`src/rtl/mc_ctrl_pkg.sv`:
```
// Shared types and encodings for the multicycle MIPS control unit.
package mc_ctrl_pkg;

   localparam int unsigned OP_W    = 6;
   localparam int unsigned FAULT_W = 2;
   localparam int unsigned SEL_W   = 2;

   typedef enum logic [3:0] {
      FETCH,
      DECODE,
      MEMADR,
      MEMRD,
      MEMWB,
      MEMWR,
      EXEC,
      RWB,
      BRANCH,
      ADDIEX,
      ADDIWB,
      JUMP,
      LUIWB,
      TRAP
   } state_e;

   localparam logic [OP_W-1:0] OP_RTYPE = 6'b000000;
   localparam logic [OP_W-1:0] OP_LW    = 6'b100011;
   localparam logic [OP_W-1:0] OP_SW    = 6'b101011;
   localparam logic [OP_W-1:0] OP_BEQ   = 6'b000100;
   localparam logic [OP_W-1:0] OP_BNE   = 6'b000101;
   localparam logic [OP_W-1:0] OP_ADDI  = 6'b001000;
   localparam logic [OP_W-1:0] OP_J     = 6'b000010;
   localparam logic [OP_W-1:0] OP_LUI   = 6'b001111;

   localparam logic [SEL_W-1:0] ALUOP_FUNCT = 2'b00;
   localparam logic [SEL_W-1:0] ALUOP_SUB   = 2'b01;
   localparam logic [SEL_W-1:0] ALUOP_ADD   = 2'b10;
   localparam logic [SEL_W-1:0] ALUOP_NONE  = 2'b11;

   localparam logic [SEL_W-1:0] PCSRC_ALU    = 2'b00;
   localparam logic [SEL_W-1:0] PCSRC_ALUOUT = 2'b01;
   localparam logic [SEL_W-1:0] PCSRC_JUMP   = 2'b10;

   localparam logic [SEL_W-1:0] SRCB_B       = 2'b00;
   localparam logic [SEL_W-1:0] SRCB_FOUR    = 2'b01;
   localparam logic [SEL_W-1:0] SRCB_IMM     = 2'b10;
   localparam logic [SEL_W-1:0] SRCB_IMM_SH2 = 2'b11;

   localparam logic [FAULT_W-1:0] FAULT_NONE    = 2'b00;
   localparam logic [FAULT_W-1:0] FAULT_ILLEGAL = 2'b01;
   localparam logic [FAULT_W-1:0] FAULT_TIMEOUT = 2'b10;

endpackage

```
`src/rtl/mem_wait_timer.sv`:
```
// Counts consecutive un-ready memory wait cycles; expired flags the last allowed one.
module mem_wait_timer #(
   parameter int unsigned MEM_TIMEOUT = 16
) (
   input  logic clk,
   input  logic reset,
   input  logic count_en,
   input  logic clear,
   output logic expired
);

   localparam int unsigned CW = (MEM_TIMEOUT > 2) ? $clog2(MEM_TIMEOUT) : 1;
   localparam logic [CW-1:0] LAST = CW'(MEM_TIMEOUT - 1);

   logic [CW-1:0] count_q;
   logic [CW-1:0] count_d;

   assign expired = (count_q == LAST);

   // Next count: clear wins, and the count parks at LAST so it never wraps.
   always_comb begin
      count_d = count_q;
      if (clear) begin
         count_d = '0;
      end else if (count_en && !expired) begin
         count_d = count_q + CW'(1);
      end
   end

   // Counter register.
   always_ff @(posedge clk) begin
      if (reset) begin
         count_q <= '0;
      end else begin
         count_q <= count_d;
      end
   end

endmodule

```
`src/rtl/multicycle_control.sv`:
```
// Multicycle MIPS-subset control FSM with memory handshake, fault trap and retire counter.
module multicycle_control
   import mc_ctrl_pkg::*;
#(
   parameter int unsigned MEM_TIMEOUT = 16,
   parameter int unsigned CNT_W       = 32
) (
   input  logic                 clk,
   input  logic                 reset,
   input  logic [OP_W-1:0]      opcode,
   input  logic                 mem_ready,
   output logic                 IorD,
   output logic                 MemRead,
   output logic                 MemWrite,
   output logic                 IRWrite,
   output logic                 PCWrite,
   output logic                 PCWriteCond,
   output logic                 BNE,
   output logic [SEL_W-1:0]     PCSrc,
   output logic                 ALUSrcA,
   output logic [SEL_W-1:0]     ALUSrcB,
   output logic [SEL_W-1:0]     ALUOp,
   output logic                 RegDst,
   output logic                 MemtoReg,
   output logic                 RegWrite,
   output logic                 LUI,
   output logic [FAULT_W-1:0]   fault,
   output logic [CNT_W-1:0]     retired
);

   state_e             state_q;
   state_e             state_d;
   logic [FAULT_W-1:0] fault_q;
   logic [FAULT_W-1:0] fault_d;
   logic [CNT_W-1:0]   retired_q;
   logic [CNT_W-1:0]   retired_d;
   // lw/sw choice is captured in DECODE so MEMADR never looks at opcode.
   logic               is_store_q;
   logic               is_store_d;
   logic               retire;
   logic               wait_en;
   logic               wait_clr;
   logic               wait_expired;

   assign wait_clr = mem_ready | (state_d != state_q);
   assign fault    = reset ? FAULT_NONE : fault_q;
   assign retired  = reset ? '0 : retired_q;

   mem_wait_timer #(
      .MEM_TIMEOUT (MEM_TIMEOUT)
   ) u_wait_timer (
      .clk      (clk),
      .reset    (reset),
      .count_en (wait_en),
      .clear    (wait_clr),
      .expired  (wait_expired)
   );

   // State, fault, store flag and retire counter registers.
   always_ff @(posedge clk) begin
      if (reset) begin
         state_q    <= FETCH;
         fault_q    <= FAULT_NONE;
         retired_q  <= '0;
         is_store_q <= 1'b0;
      end else begin
         state_q    <= state_d;
         fault_q    <= fault_d;
         retired_q  <= retired_d;
         is_store_q <= is_store_d;
      end
   end

   // Next state and state-decoded controls; everything is forced low while reset is high.
   always_comb begin
      state_d     = state_q;
      fault_d     = fault_q;
      is_store_d  = is_store_q;
      retire      = 1'b0;
      wait_en     = 1'b0;
      IorD        = 1'b0;
      MemRead     = 1'b0;
      MemWrite    = 1'b0;
      IRWrite     = 1'b0;
      PCWrite     = 1'b0;
      PCWriteCond = 1'b0;
      BNE         = 1'b0;
      PCSrc       = PCSRC_ALU;
      ALUSrcA     = 1'b0;
      ALUSrcB     = SRCB_B;
      ALUOp       = ALUOP_FUNCT;
      RegDst      = 1'b0;
      MemtoReg    = 1'b0;
      RegWrite    = 1'b0;
      LUI         = 1'b0;

      if (!reset) begin
         unique case (state_q)
            FETCH: begin
               MemRead = 1'b1;
               ALUSrcB = SRCB_FOUR;
               ALUOp   = ALUOP_ADD;
               wait_en = !mem_ready;
               if (mem_ready) begin
                  IRWrite = 1'b1;
                  PCWrite = 1'b1;
                  state_d = DECODE;
               end else if (wait_expired) begin
                  state_d = TRAP;
                  fault_d = FAULT_TIMEOUT;
               end
            end
            DECODE: begin
               ALUSrcB = SRCB_IMM_SH2;
               ALUOp   = ALUOP_ADD;
               unique case (opcode)
                  OP_RTYPE:       state_d = EXEC;
                  OP_LW, OP_SW: begin
                     state_d    = MEMADR;
                     is_store_d = (opcode == OP_SW);
                  end
                  OP_BEQ, OP_BNE: state_d = BRANCH;
                  OP_ADDI:        state_d = ADDIEX;
                  OP_J:           state_d = JUMP;
                  OP_LUI:         state_d = LUIWB;
                  default: begin
                     state_d = TRAP;
                     fault_d = FAULT_ILLEGAL;
                  end
               endcase
            end
            MEMADR: begin
               ALUSrcA = 1'b1;
               ALUSrcB = SRCB_IMM;
               ALUOp   = ALUOP_ADD;
               state_d = is_store_q ? MEMWR : MEMRD;
            end
            MEMRD: begin
               IorD    = 1'b1;
               MemRead = 1'b1;
               wait_en = !mem_ready;
               if (mem_ready) begin
                  state_d = MEMWB;
               end else if (wait_expired) begin
                  state_d = TRAP;
                  fault_d = FAULT_TIMEOUT;
               end
            end
            MEMWB: begin
               MemtoReg = 1'b1;
               RegWrite = 1'b1;
               retire   = 1'b1;
               state_d  = FETCH;
            end
            MEMWR: begin
               IorD     = 1'b1;
               MemWrite = 1'b1;
               wait_en  = !mem_ready;
               if (mem_ready) begin
                  retire  = 1'b1;
                  state_d = FETCH;
               end else if (wait_expired) begin
                  state_d = TRAP;
                  fault_d = FAULT_TIMEOUT;
               end
            end
            EXEC: begin
               ALUSrcA = 1'b1;
               ALUOp   = ALUOP_FUNCT;
               state_d = RWB;
            end
            RWB: begin
               RegDst   = 1'b1;
               RegWrite = 1'b1;
               retire   = 1'b1;
               state_d  = FETCH;
            end
            BRANCH: begin
               ALUSrcA     = 1'b1;
               ALUOp       = ALUOP_SUB;
               PCWriteCond = 1'b1;
               PCSrc       = PCSRC_ALUOUT;
               BNE         = (opcode == OP_BNE);
               retire      = 1'b1;
               state_d     = FETCH;
            end
            ADDIEX: begin
               ALUSrcA = 1'b1;
               ALUSrcB = SRCB_IMM;
               ALUOp   = ALUOP_ADD;
               state_d = ADDIWB;
            end
            ADDIWB: begin
               RegWrite = 1'b1;
               retire   = 1'b1;
               state_d  = FETCH;
            end
            JUMP: begin
               PCWrite = 1'b1;
               PCSrc   = PCSRC_JUMP;
               ALUOp   = ALUOP_NONE;
               retire  = 1'b1;
               state_d = FETCH;
            end
            LUIWB: begin
               LUI      = 1'b1;
               ALUSrcB  = SRCB_IMM;
               RegWrite = 1'b1;
               retire   = 1'b1;
               state_d  = FETCH;
            end
            TRAP: begin
               state_d = TRAP;
            end
            default: begin
               state_d = FETCH;
            end
         endcase
      end

      retired_d = retire ? (retired_q + CNT_W'(1)) : retired_q;
   end

endmodule

```
`config.mk`:
```
export PLATFORM = sky130hd
export DESIGN_NAME = multicycle_control
export DESIGN_NICKNAME = d
export VERILOG_FILES = /design/src/rtl/mc_ctrl_pkg.sv /design/src/rtl/mem_wait_timer.sv /design/src/rtl/multicycle_control.sv
export SDC_FILE = /design/constraint.sdc
export NUM_CORES = 1
export LEC_CHECK = 0
export CORE_ASPECT_RATIO = 0.5
export CORE_UTILIZATION = 60
export DETAILED_ROUTE_END_ITERATION = 7
export DONT_BUFFER_PORTS = 1
export GPL_ROUTABILITY_DRIVEN = 0
export HOLD_SLACK_MARGIN = 0.05
export PLACE_DENSITY = 0.81
export SLEW_MARGIN = 15
export SYNTH_ARGS = -nofsm -noshare
export SYNTH_HDL_FRONTEND = slang
export SYNTH_HIERARCHICAL = 1
export SYNTH_SLANG_ARGS = --single-unit
```
`constraint.sdc`:
```
create_clock -name clk -period 3.1 [get_ports clk]
set_input_delay 0.775 -clock clk [delete_from_list [all_inputs] [get_ports clk]]
set_output_delay 0.775 -clock clk [all_outputs]
set_load 0.01 [all_outputs]
```
* Yosys cells after proc, flatten, opt, wreduce, memory -nomap -nowiden *
Cells that the tools add are included.

operators by class
  $add $sub $neg = 2
  equality and inequality tests = 25
  $mul = 0
  reduce and logical (&&, ||, !) cells = 20
  divide/modulo/power cells = 0
  magnitude comparators = 0
  bitwise operators = 1
  muxes and demuxes = 49
  shift operators = 0

operators by type and width
  kind                   number
  $add 32x1->32 const B  1
  $mux 32                1
  $pmux 4 s8             1
  $eq 4x4->1 const B     7
  $mux 1                 27
  $pmux 4 s6             1
  $mux 4                 5
  $eq 4x3->1 const B     4
  $mux 2                 7
  $eq 6x3->1 const B     2
  $eq 6x4->1 const B     2
  $eq 6x6->1 const B     2
  $pmux 2 s3             2
  $reduce_or 4->1        3
  $reduce_or 2->1        5
  $eq 4x2->1 const B     2
  $pmux 2 s2             2
  $reduce_or 8->1        1
  $eq 6x2->1 const B     1
  $logic_not 6->1        1
  $reduce_or 3->1        2
  $reduce_or 6->1        1
  $add 4x1->4 const B    1
  $eq 4x1->1 const B     1
  other kinds (12)       15

word-level totals
  memories kept = 0
  RAM bits = 0
  bits of input ports = 9
  bits in latches = 0
  ROM bits = 0
  word-level logic and storage cells = 102
  bits in registers = 43
  output and inout bits = 52

* Depth between registers and ports, before layout *
  word-level depth = 8
  depth in mapped cells = 10
  mapped depth without buffers = 10

* By module *
The synthesis kept the hierarchy.

by module, submodules not included
  module              cells each  area an instance (um^2)  instances  seq. area each (um^2)
  multicycle_control  373         2812.7                   1          780.7
  mem_wait_timer      22          211.5                    1          80.1

* Worst setup path after synthesis *
Ideal clock, no wire load.

  kind = in2out
  start = input reset
  end = output BNE
  path slack = 0.504 ns
  arrival time = 1.821 ns
  buffers on the path = 1
  data required time = 2.325 ns
  stages on the path = 3
  path through = clkbuf_1 > nor4_1 > and4_1

between the ends
  word-level cells in the longest chain between the ends = 1

RTL lines
  element      line                      text
  from (decl)  multicycle_control.sv:9   input logic reset,
  $mux 1       multicycle_control.sv:97  if (!reset) begin
  to (decl)    multicycle_control.sv:18  output logic BNE,

No other way between the ends.

* Final worst setup path *
  start = register state_q[1]
  end = output MemRead

between the ends
  word-level cells in the longest chain between the ends = 4
  elaborated cells between the ends (all ways) = 5
  classes of those cells = 1 x eq/ne; 2 x mux; 2 x reduce/logical

RTL lines
  element                                        line                      text
  from (decl)                                    multicycle_control.sv:31  state_e state_q;
  from (signal assigned)                         multicycle_control.sv:67  state_q <= state_d;
  $eq 4x2->1 or $logic_not 4->1 (tied branches)  multicycle_control.sv:98  unique case (state_q)
  $reduce_or 2->1 (no line) *                    n/a
  $mux 1 *                                       multicycle_control.sv:98
  $mux 1 *                                       multicycle_control.sv:97
  to (decl)                                      multicycle_control.sv:13  output logic MemRead,

Every way passes the cells marked *; elsewhere a longest branch is shown, timed or not.

==> out/metrics.yaml <==
outcome: "completed"
cp_data_required_time_ns: 2.32
coreArea_sq_um: 4620
cp_slowest_cell: "dfxtp_1"
grt.overflow.total: 0
yosys-top-cells-area: "dfxtp_1 (28%), nor2b_1 (7.7%), nor2_1 (6.5%)"
die_x_um: 102
slowest_delay_ns: 0.84
drtAntennaViolNets: 0
swShare_pct: 40.0
num_antenna_cells: 0
num_io_pins: 61
seq_power_share_pct: 38.8
postLayoutCellArea_sq_um: 3130
grt_pass1_vias: 2442
p_leak_nw: 0.970
yosysTopAreaCell: "dfxtp_1"
drt_wl_total_um: 6960
clkTransAtPathRegs_ns: 0.09
cts.sinks: 43
finClkSkew_ns: 0.00618
root_buffer: "clkbuf_8"
fin_nets: 391
min_period_ns: 2.80
hold_path.class: "flop to flop"
dr.pass1.iters: 4
netlist_area_sq_um: 3020
numCtsBuffers: 5
ir_drop_mv: 0.268
area_growth_pct: 3.35
yosys_warnings: 6
synth_cell_types: 62
cts_buffer_depth: 2
clock_latency_ns: 0.30
cp_max_fo: 23
rows: 17
fin_crit_sh_pct: 90.4
worstMarginPinSlew_ns: 0.782
synth_nets: 406
tns_ns: 0
grt_pass1_wl_um: 11200
power_mw: 1.70
crit_type: "flop to primary output"
setup_viol: 0
combinationalPowerShare_pct: 34.8
slew_headroom_pct: 47.8
die_y_um: 52.2
switching_power_mw: 0.681
cts_resized: 0
slew_viol_final: 0
postCtsSetupRepairBufs: 0
start_kind: "flop"
power_frac_clock_pct: 26.4
worst_setup_path_end_kind: "primary output"
cts_tree: "yes"
antenna_found_initial: 0
syn_avg_cell_area_sq_um: 7.66
hold_viol: 0
post-dp-hpwl_um: 5000
drtIter0Drc: 167
cts_hold_buf: 0
start_util_pct: 65.5
drive_gt1_share_pct: 10.5
grt_max_degree: 89
synth_top_flop_cell: "dfxtp_1"
power.density_nw_per_um2: 545
internal-power_mw: 1.02
yosysSeqAreaShare_pct: 28.5
synthArstFlopShare_pct: 0
syn_inst: 395
synth-edff-count: 0
rsz0062_at_grt: "no"
port_buffers: 0
track_usage_pct: 26.9
crit_arrival_ns: 2.03
synth_seq_cells: 43
netlist.area_leader.share_pct: 28.5
htree_levels: 2
vias_per_cell: 6.39
place_area_sq_um: 3010
drc_errors: 0
max_cap_violations: 0
crit_chain: "nand2b_1 > nand2_1 > nor3_1"
vias: 2856
die_area_sq_um: 5350
fmax_mhz: 357
wl_per_cell_um: 15.6
## per-layer routing
metal	track usage, %	wire, um
met3	5.87	560
met4	6.67	80
met2	46.0	3230
met1	34.8	3090
met5	0	0
## path summary, 6_finish.rpt
path	from	end	slack (ns)	depth (start not counted)
hold / removal	retired_q[31]	retired_q[31]	0.49	2
hold reg to reg	retired_q[31]	retired_q[31]	0.49	2
setup / recovery	state_q[1]	MemRead	0.30	3
setup reg to reg	state_q[1]	u_wait_timer/count_q[3]	0.47	7
## synthesized netlist by cell type (5+ instances only)
master / count
o31ai_1: 5
nand2_1: 24
a21oi_1: 24
a2111oi_2: 5
nor2_1: 52
nor3_1: 16
nor4_1: 6
nand4_1: 7
buf_2: 6
dfxtp_1: 43
a211oi_1: 7
nand3_1: 13
or4_1: 5
clkbuf_1: 13
nand2b_1: 5
mux2_2: 5
inv_1: 10
o21ai_0: 19
xnor2_1: 13
nor2b_1: 37
or3_1: 15
## metrics by stage
step           cells  hold WS [ns]  setup slack, ns  util [%]
3_3_place_gp     439         0.466            0.737      65.3
3_5_place_dp     439         0.481            0.574      65.3
2_1_floorplan    395         0.447            0.504         -
4_1_cts          447         0.493            0.335      67.7
5_1_grt          447         0.527            0.184      67.7
6_report         447         0.492            0.298      67.7
## placed cells by master (no fill, tap or decap), drive strengths merged, types with 3 or more instances in the layout
cell and n:
a2111oi 7, a211oi 7, a21oi 24, a31oi 4, and2 3, and3 3
buf 3, clkbuf 5, dfxtp 43, inv 12, mux2 6, nand2 24
nand2b 5, nand3 14, nand4 8, nor2 52, nor2b 37, nor3 18
nor4 6, o211ai 6, o21ai 22, o31ai 5, o41ai 3, or3 15
or4 5, xnor2 13
## kinds of logic (layout without fill, tap and decap cells)
kind of cell               after synthesis  after routing  synth area share, %
buffers and inverters                   37             23                 5.34
DFF                                     43             43                 28.5
xor gates and xnor gates                13             13                 3.77
and+or+nand+nor                        201            201                 36.1
AOI/OAI and AO/OA                       91             91                 22.6
adders and majority gates                2              2                0.827
muxes                                    8              8                 2.90
## cell type report
cell class / count / area (sq um)
multi-input cells: 315 / 2000
fillers: 389 / 1490
flip-flops and latches: 43 / 861
well taps: 66 / 82.6
clock buffers: 5 / 68.8
inverters: 12 / 45.0
clock inverters: 3 / 43.8
repair buffers: 3 / 22.5
## flip-flops by register name, summed over array words and instances, names as in the netlist
register              flops
retired_q                32
fault_q                   2
state_q                   4
u_wait_timer/count_q      4
is_store_q                1
## critical path: cells and delay by family (launching register included)
kind / cells / cell delay [ns]
simple gates: 3 / 0.88
flops: 1 / 0.84
## power by group through the flow
stage               registers, mW  logic [mW]  clock network, mW
floorplan                   0.611       0.565                  0
global placement            0.668       0.565                  0
detailed placement          0.671       0.580                  0
CTS                         0.659       0.583              0.454
global route                0.670       0.648              0.474
finish                      0.662       0.593              0.449
(Power assumes the default switching activity.)
